===== config.mk =====
export PLATFORM = sky130hd
export DESIGN_NAME = reset_sequencer
export DESIGN_NICKNAME = d
export VERILOG_FILES = /design/src/rtl/reset_sequencer.sv
export SDC_FILE = /design/constraint.sdc
export NUM_CORES = 1
export LEC_CHECK = 0
export CORE_MARGIN = 8
export CORE_UTILIZATION = 44
export DETAILED_ROUTE_END_ITERATION = 16
export DONT_BUFFER_PORTS = 1
export PLACE_DENSITY_LB_ADDON = 0.1
export SLEW_MARGIN = 20
export SYNTH_ARGS = -nofsm -noshare
export SYNTH_HDL_FRONTEND = slang
export SYNTH_SLANG_ARGS = --single-unit

===== constraint.sdc =====
create_clock -name _iClk -period 2.07 [get_ports _iClk]
set_input_delay 0.1035 -clock _iClk [delete_from_list [all_inputs] [get_ports _iClk]]
set_output_delay 0.1035 -clock _iClk [all_outputs]
set_load 0.05 [all_outputs]

===== src/rtl/reset_sequencer.sv =====
// Reset sequencer: synchronises an async reset and releases N_OUT
// downstream reset channels in a fixed, staggered order.
module reset_sequencer #(
    parameter int SYNC_STAGES = 2,
    parameter int N_OUT       = 3,
    parameter int STRETCH     = 4,
    parameter int STAGGER     = 3
) (
    input  logic             _iClk,
    input  logic             _iReset,
    input  logic             _iSwReset,
    output logic [N_OUT-1:0] _oReset,
    output logic             _oResetDone
);

    localparam int MAXC = (STRETCH > STAGGER) ? STRETCH : STAGGER;
    localparam int CW   = $clog2(MAXC + 1);
    localparam int IW   = $clog2(N_OUT + 1);

    typedef enum logic [1:0] {
        HOLD,
        RELEASE,
        DONE
    } stateT;

    logic [SYNC_STAGES-1:0] syncQ;
    logic                   syncRst;

    stateT             stateQ, stateN;
    logic [CW-1:0]     cntQ, cntN;
    logic [IW-1:0]     idxQ, idxN;
    logic [N_OUT-1:0]  rstQ, rstN;
    logic              doneQ, doneN;

    // Set on assertion, zeros ripple in from stage 0 once released
    always_ff @(posedge _iClk or posedge _iReset) begin
        if (_iReset) begin
            syncQ <= '1;
        end else begin
            syncQ <= {syncQ[SYNC_STAGES-2:0], 1'b0};
        end
    end

    assign syncRst = syncQ[SYNC_STAGES-1];

    always_ff @(posedge _iClk or posedge _iReset) begin
        if (_iReset) begin
            stateQ <= HOLD;
            cntQ   <= CW'(STRETCH);
            idxQ   <= '0;
            rstQ   <= '1;
            doneQ  <= 1'b0;
        end else begin
            stateQ <= stateN;
            cntQ   <= cntN;
            idxQ   <= idxN;
            rstQ   <= rstN;
            doneQ  <= doneN;
        end
    end

    always_comb begin
        stateN = stateQ;
        cntN   = cntQ;
        idxN   = idxQ;
        rstN   = rstQ;
        doneN  = doneQ;
        // Software reset outranks any release falling due on this edge
        if (syncRst || _iSwReset) begin
            stateN = HOLD;
            cntN   = CW'(STRETCH);
            idxN   = '0;
            rstN   = '1;
            doneN  = 1'b0;
        end else begin
            unique case (stateQ)
                HOLD: begin
                    if (cntQ == CW'(1)) begin
                        rstN[0] = 1'b0;
                        idxN    = IW'(1);
                        cntN    = CW'(STAGGER);
                        if (N_OUT == 1) begin
                            stateN = DONE;
                            doneN  = 1'b1;
                        end else begin
                            stateN = RELEASE;
                        end
                    end else begin
                        cntN = cntQ - CW'(1);
                    end
                end
                RELEASE: begin
                    if (cntQ == CW'(1)) begin
                        for (int k = 0; k < N_OUT; k++) begin
                            if (idxQ == IW'(k)) begin
                                rstN[k] = 1'b0;
                            end
                        end
                        idxN = idxQ + IW'(1);
                        cntN = CW'(STAGGER);
                        if (idxQ == IW'(N_OUT - 1)) begin
                            stateN = DONE;
                            doneN  = 1'b1;
                        end
                    end else begin
                        cntN = cntQ - CW'(1);
                    end
                end
                DONE: begin
                    stateN = DONE;
                end
                default: begin
                    stateN = HOLD;
                end
            endcase
        end
    end

    assign _oReset     = rstQ;
    assign _oResetDone = doneQ;

endmodule


=== After elaboration in Yosys (flattened, before gate mapping) ===
Cells that the tools add are included.

* Add/sub/neg operators: 2
* Equality and inequality tests: 9
* Multiplexer cells: 23
* Reductions and logical operators: 15

{| class="wikitable"
|+ Operators with widths
! cell !! count
|-
| $mux W3 || 5
|-
| $mux W2 || 7
|-
| $ne A3 B3 Y1 const B || 4
|-
| $reduce_and A3 Y1 || 4
|-
| $reduce_bool A2 Y1 || 5
|-
| $mux W1 || 8
|-
| $pmux W2 S3 || 1
|-
| $eq A2 B1 Y1 const B || 2
|-
| $eq A2 B2 Y1 const B || 2
|-
| $logic_not A2 Y1 || 2
|-
| $pmux W2 S2 || 1
|-
| $reduce_and A4 Y1 || 1
|-
| $eq A3 B1 Y1 const B || 1
|-
| $reduce_bool A3 Y1 || 1
|-
| $sub A3 B1 Y3 const B || 1
|-
| $add A2 B1 Y2 const B || 1
|-
| $pmux W1 S2 || 1
|-
| $reduce_or A2 Y1 || 1
|-
| $logic_or A1 B1 Y1 || 1
|}

* Bits in registers: 13
* Input bits: 3
* Output and inout bits: 4
* Word-level logic and storage cells: 57

=== Longest topological paths before layout ===
* Word-level depth: 5
* Depth in mapped cells: 6
* Depth with buffers taken out: 5

=== Worst setup path before layout ===
Ideal clock, no wire load.

* Kind: reg2reg
* From: register stateQ[0]
* To: register cntQ[2]
* Setup time: 0.082 ns
* Arrival: 1.142 ns
* Required time: 1.988 ns
* Slack: 0.846 ns
* Cell stages (with the launch flop): 6
* Clock period less this slack: 1.224 ns
* Path through: dfrtp_1 ha_1 buf_6 o21ai_2 nor3_1 a211o_1

* Longest elaborated chain between the ends: 3
* Elaborated cells between the ends (all ways): 4
* Those cells by class: 1 x eq/ne; 3 x reduce/logical

{| class="wikitable"
|+ Ends and longest elaborated chain
! element !! RTL line !! source
|-
| start, declared || 29 || <nowiki>stateT stateQ, stateN;</nowiki>
|-
| start signal, assigned || 54 || <nowiki>stateQ <= stateN;</nowiki>
|-
| $eq A2 B1 Y1 or $logic_not A2 Y1 (tied branches) || 76 || <nowiki>unique case (stateQ)</nowiki>
|-
| $reduce_or A2 Y1 (no line) (*) || -- ||
|-
| $reduce_bool A2 Y1 (no line) (*) || -- ||
|-
| end signal, assigned || 49 || <nowiki>cntQ <= CW'(STRETCH);</nowiki>
|-
| end signal, assigned || 55 || <nowiki>cntQ <= cntN;</nowiki>
|-
| end, declared || 30 || <nowiki>logic [CW-1:0] cntQ, cntN;</nowiki>
|}

Every way passes the cells marked *; elsewhere a longest branch is shown, timed or not.
A chain may end at the register's enable or synchronous reset.

=== Final worst setup path ===
* From: register stateQ[1]
* To: register stateQ[0]

* Longest elaborated chain between the ends: 3
* Elaborated cells between the ends (all ways): 9
* Those cells by class: 5 x eq/ne; 2 x mux; 2 x reduce/logical

{| class="wikitable"
|+ Ends and longest elaborated chain
! element !! RTL line
|-
| $eq A2 B1 Y1 (tied with other cells) || 76
|-
| $ne A3 B3 Y1 (no line) or $pmux W2 S3 (tied branches) || --
|-
| $reduce_and A3 Y1 (no line) or $mux W2 (tied branches) || --
|}

Parallel ways exist; a longest one is shown, timed or not.

==> results_dict.tcl <==
set metrics [dict create \
    critPathLaunchType "flop" \
    setup.worst_path.start "stateQ[1]" \
    setup_ws_ns 0.601 \
    synth_largest_type_area_fraction_pct 24.3 \
    vias_per_cell 5.07 \
    start_util_pct 47.4 \
    crit_required_ns 2.27 \
    hold_violations 0 \
    power_density_nw_per_um2 621 \
    place_area_um2 719 \
    clkSlewWorstSetupHoldPaths_ns 0.09 \
    num_rows 14 \
    place_ws_ns 0.597 \
    diodes 0 \
    syn_nets 77 \
    syn-cell-area_um2 722 \
    r2r_setup_slack_ns 0.60 \
    min_path_cells 2 \
    grtUsageTotal_pct 8.38 \
    antenna_left 0 \
    ys_types 24 \
    maxCapViolations 0 \
    grt_pass1_vias 469 \
    gp_congestion 0.721 \
    reg2reg_from "stateQ[1]" \
    cts_setup_buffers 0 \
    holdPathEnd "_oReset[0]" \
    maxSlewViolCount 0 \
    cts_inserted_buffers 3 \
    synth_largest_area_cell "dfrtp_1" \
    worstSetupEndpointType "flop" \
    hold_start "_iSwReset" \
    crit_type "flop to flop" \
    clk_latency_ns 0.28 \
    dieArea_um2 3190 \
    fillers 141 \
    clkSinkCount 13 \
    rsz0062_at_grt "no" \
    synth_warnings 0 \
    clk_path_buf_depth 2 \
    irDropWorstVdd_mv 0.472 \
    die_h_um 56.5 \
    cts.htree.levels 1 \
    syn_inst 66 \
    synth-seq-area-share_pct 46.1 \
    hpwl_um 850 \
    synth-seq-cells 13 \
    rr_worst_depth 5 \
    drt_first_pass_iters 4 \
    netlist_top_cells_area "dfrtp_1, dfstp_2, ha_1" \
    nets 81 \
    final_cells 85 \
    die_w_um 56.5 \
    post-route-cell-area_um2 756 \
    max_freq_ghz 0.681 \
    cts_tree "built" \
    overflow 0 \
    syn_area_per_cell_um2 10.9 \
    arrival_ns 1.66 \
    area_growth_pct 4.68 \
    dr.first_iter.drc_count 2 \
    fin_skew_ns 0.0127 \
    period_minus_slack_ns 1.47 \
    portBuffers 0 \
    p_total_w 0.000470 \
    status "completed" \
    worst_r2r_endpoint "stateQ[0]" \
    core_um2 1520 \
    vias 431 \
    drive_gt1_share_pct 23.2 \
    root_buffer "clkbuf_4" \
    post-route-period-util_pct 70.9 \
    leakagePower_nw 0.320 \
    antenna_found_initial 0 \
    min_path_type "input pin to flop" \
    grt_pass1_wl_um 2080 \
    dpl.cell_count 80 \
    ios 7 \
    final_cell_mix "inv_1, ha_1, dfrtp_1" \
    wirelength_um 1150 \
    crit_path_max_fanout 8 \
    finalSetupViolations 0 \
    finalSetupTns_ns 0 \
    grt_max_degree 14 \
    drcViolationCount 0 \
    detail_route.wl_per_cell_um 13.6 \
]
-- cell usage after synthesis --
cell type and n:
or2_1 1, nor3_1 2, mux2i_1 3, nor2_4 1, a21oi_2 2, a21o_1 3, nor2b_4 1, nor2_2 1
buf_6 2, dfstp_2 6, a21oi_1 3, a221oi_2 1, o21ai_2 1, ha_1 8, conb_1 1, nand2b_1 2
nand3_1 3, a211o_1 1, inv_1 8, nor2_1 1, o21ai_1 2, nand2_1 5, o21a_1 1, dfrtp_1 7
-- state kept, by name (all words and copies together), names as in the netlist --
signal       cells
_oReset          3
cntQ             3
idxQ             2
stateQ           2
syncQ            2
_oResetDone      1
-- power breakdown --
part / internal (W) / leakage, nW / switching, W
clock: 0.0000747 / 0.0150 / 0.0000855
combinational: 0.0000157 / 0.146 / 0.0000243
sequential: 0.000264 / 0.159 / 0.00000573
total: 0.000354 / 0.320 / 0.000116
-- final cells by class --
type,instances,area [µm²],area share [%]
clock buffers,4,26.3,3.48
inverters,8,30.0,3.97
multi-input cells,43,337,44.5
flip-flops and latches,13,333,44.0
well taps,16,20.0,2.65
repair buffers,1,10.0,1.32
-- worst max-delay path, cell delays in order (launching register included) --
cell	delay, ns
dfrtp_1	0.38
inv_1	0.09
ha_1	0.39
nand2b_1	0.12
a21oi_2	0.22
mux2i_1	0.20
-- what timing repair did --
| action | in CTS | in global routing |
|---|---|---|
| hold endpoints to repair | 7 | 0 |
| gates resized for setup | 0 | 0 |
| endpoints found under the setup margin | 0 | 0 |
| hold buffers | 1 | 0 |
-- per-stage QoR --
stage,utilization [%],hold slack [ns]
2_1_floorplan,-,-0.0238
3_3_place_gp,47.2,0.0450
3_5_place_dp,47.2,0.0499
4_1_cts,49.6,0.00535
5_1_grt,49.6,0.000137
6_report,49.6,0.00428
-- cell families after synthesis --
kind of cell    synth area share (%)
simple gates                    13.5
other cells                    0.519
fa+ha+maj                       13.9
mux                             4.16
flops                           46.1
compound gates                  14.6
buf+inv                         7.28
-- layer usage --
metal / part of all wire (%) / GRT usage (%) / vias up
met5: 0 / 0 / -
met4: 3.3 / 6.19 / 0
met3: 6.4 / 3.82 / 4
met2: 38 / 11.3 / 8
met1: 53 / 10.1 / 199
li1: - / - / 220
-- worst max path at each step --
stage                     end  slack [ns]  depth (start not counted)
floorplan             cntQ[2]        0.85                          5
global placement    stateQ[1]        0.66                          5
detailed placement  stateQ[0]        0.60                          5
CTS                 stateQ[0]        0.58                          5
global route        stateQ[1]        0.46                          5
finish              stateQ[0]        0.60                          5
No activity file was read; power rests on OpenSTA's default activity.
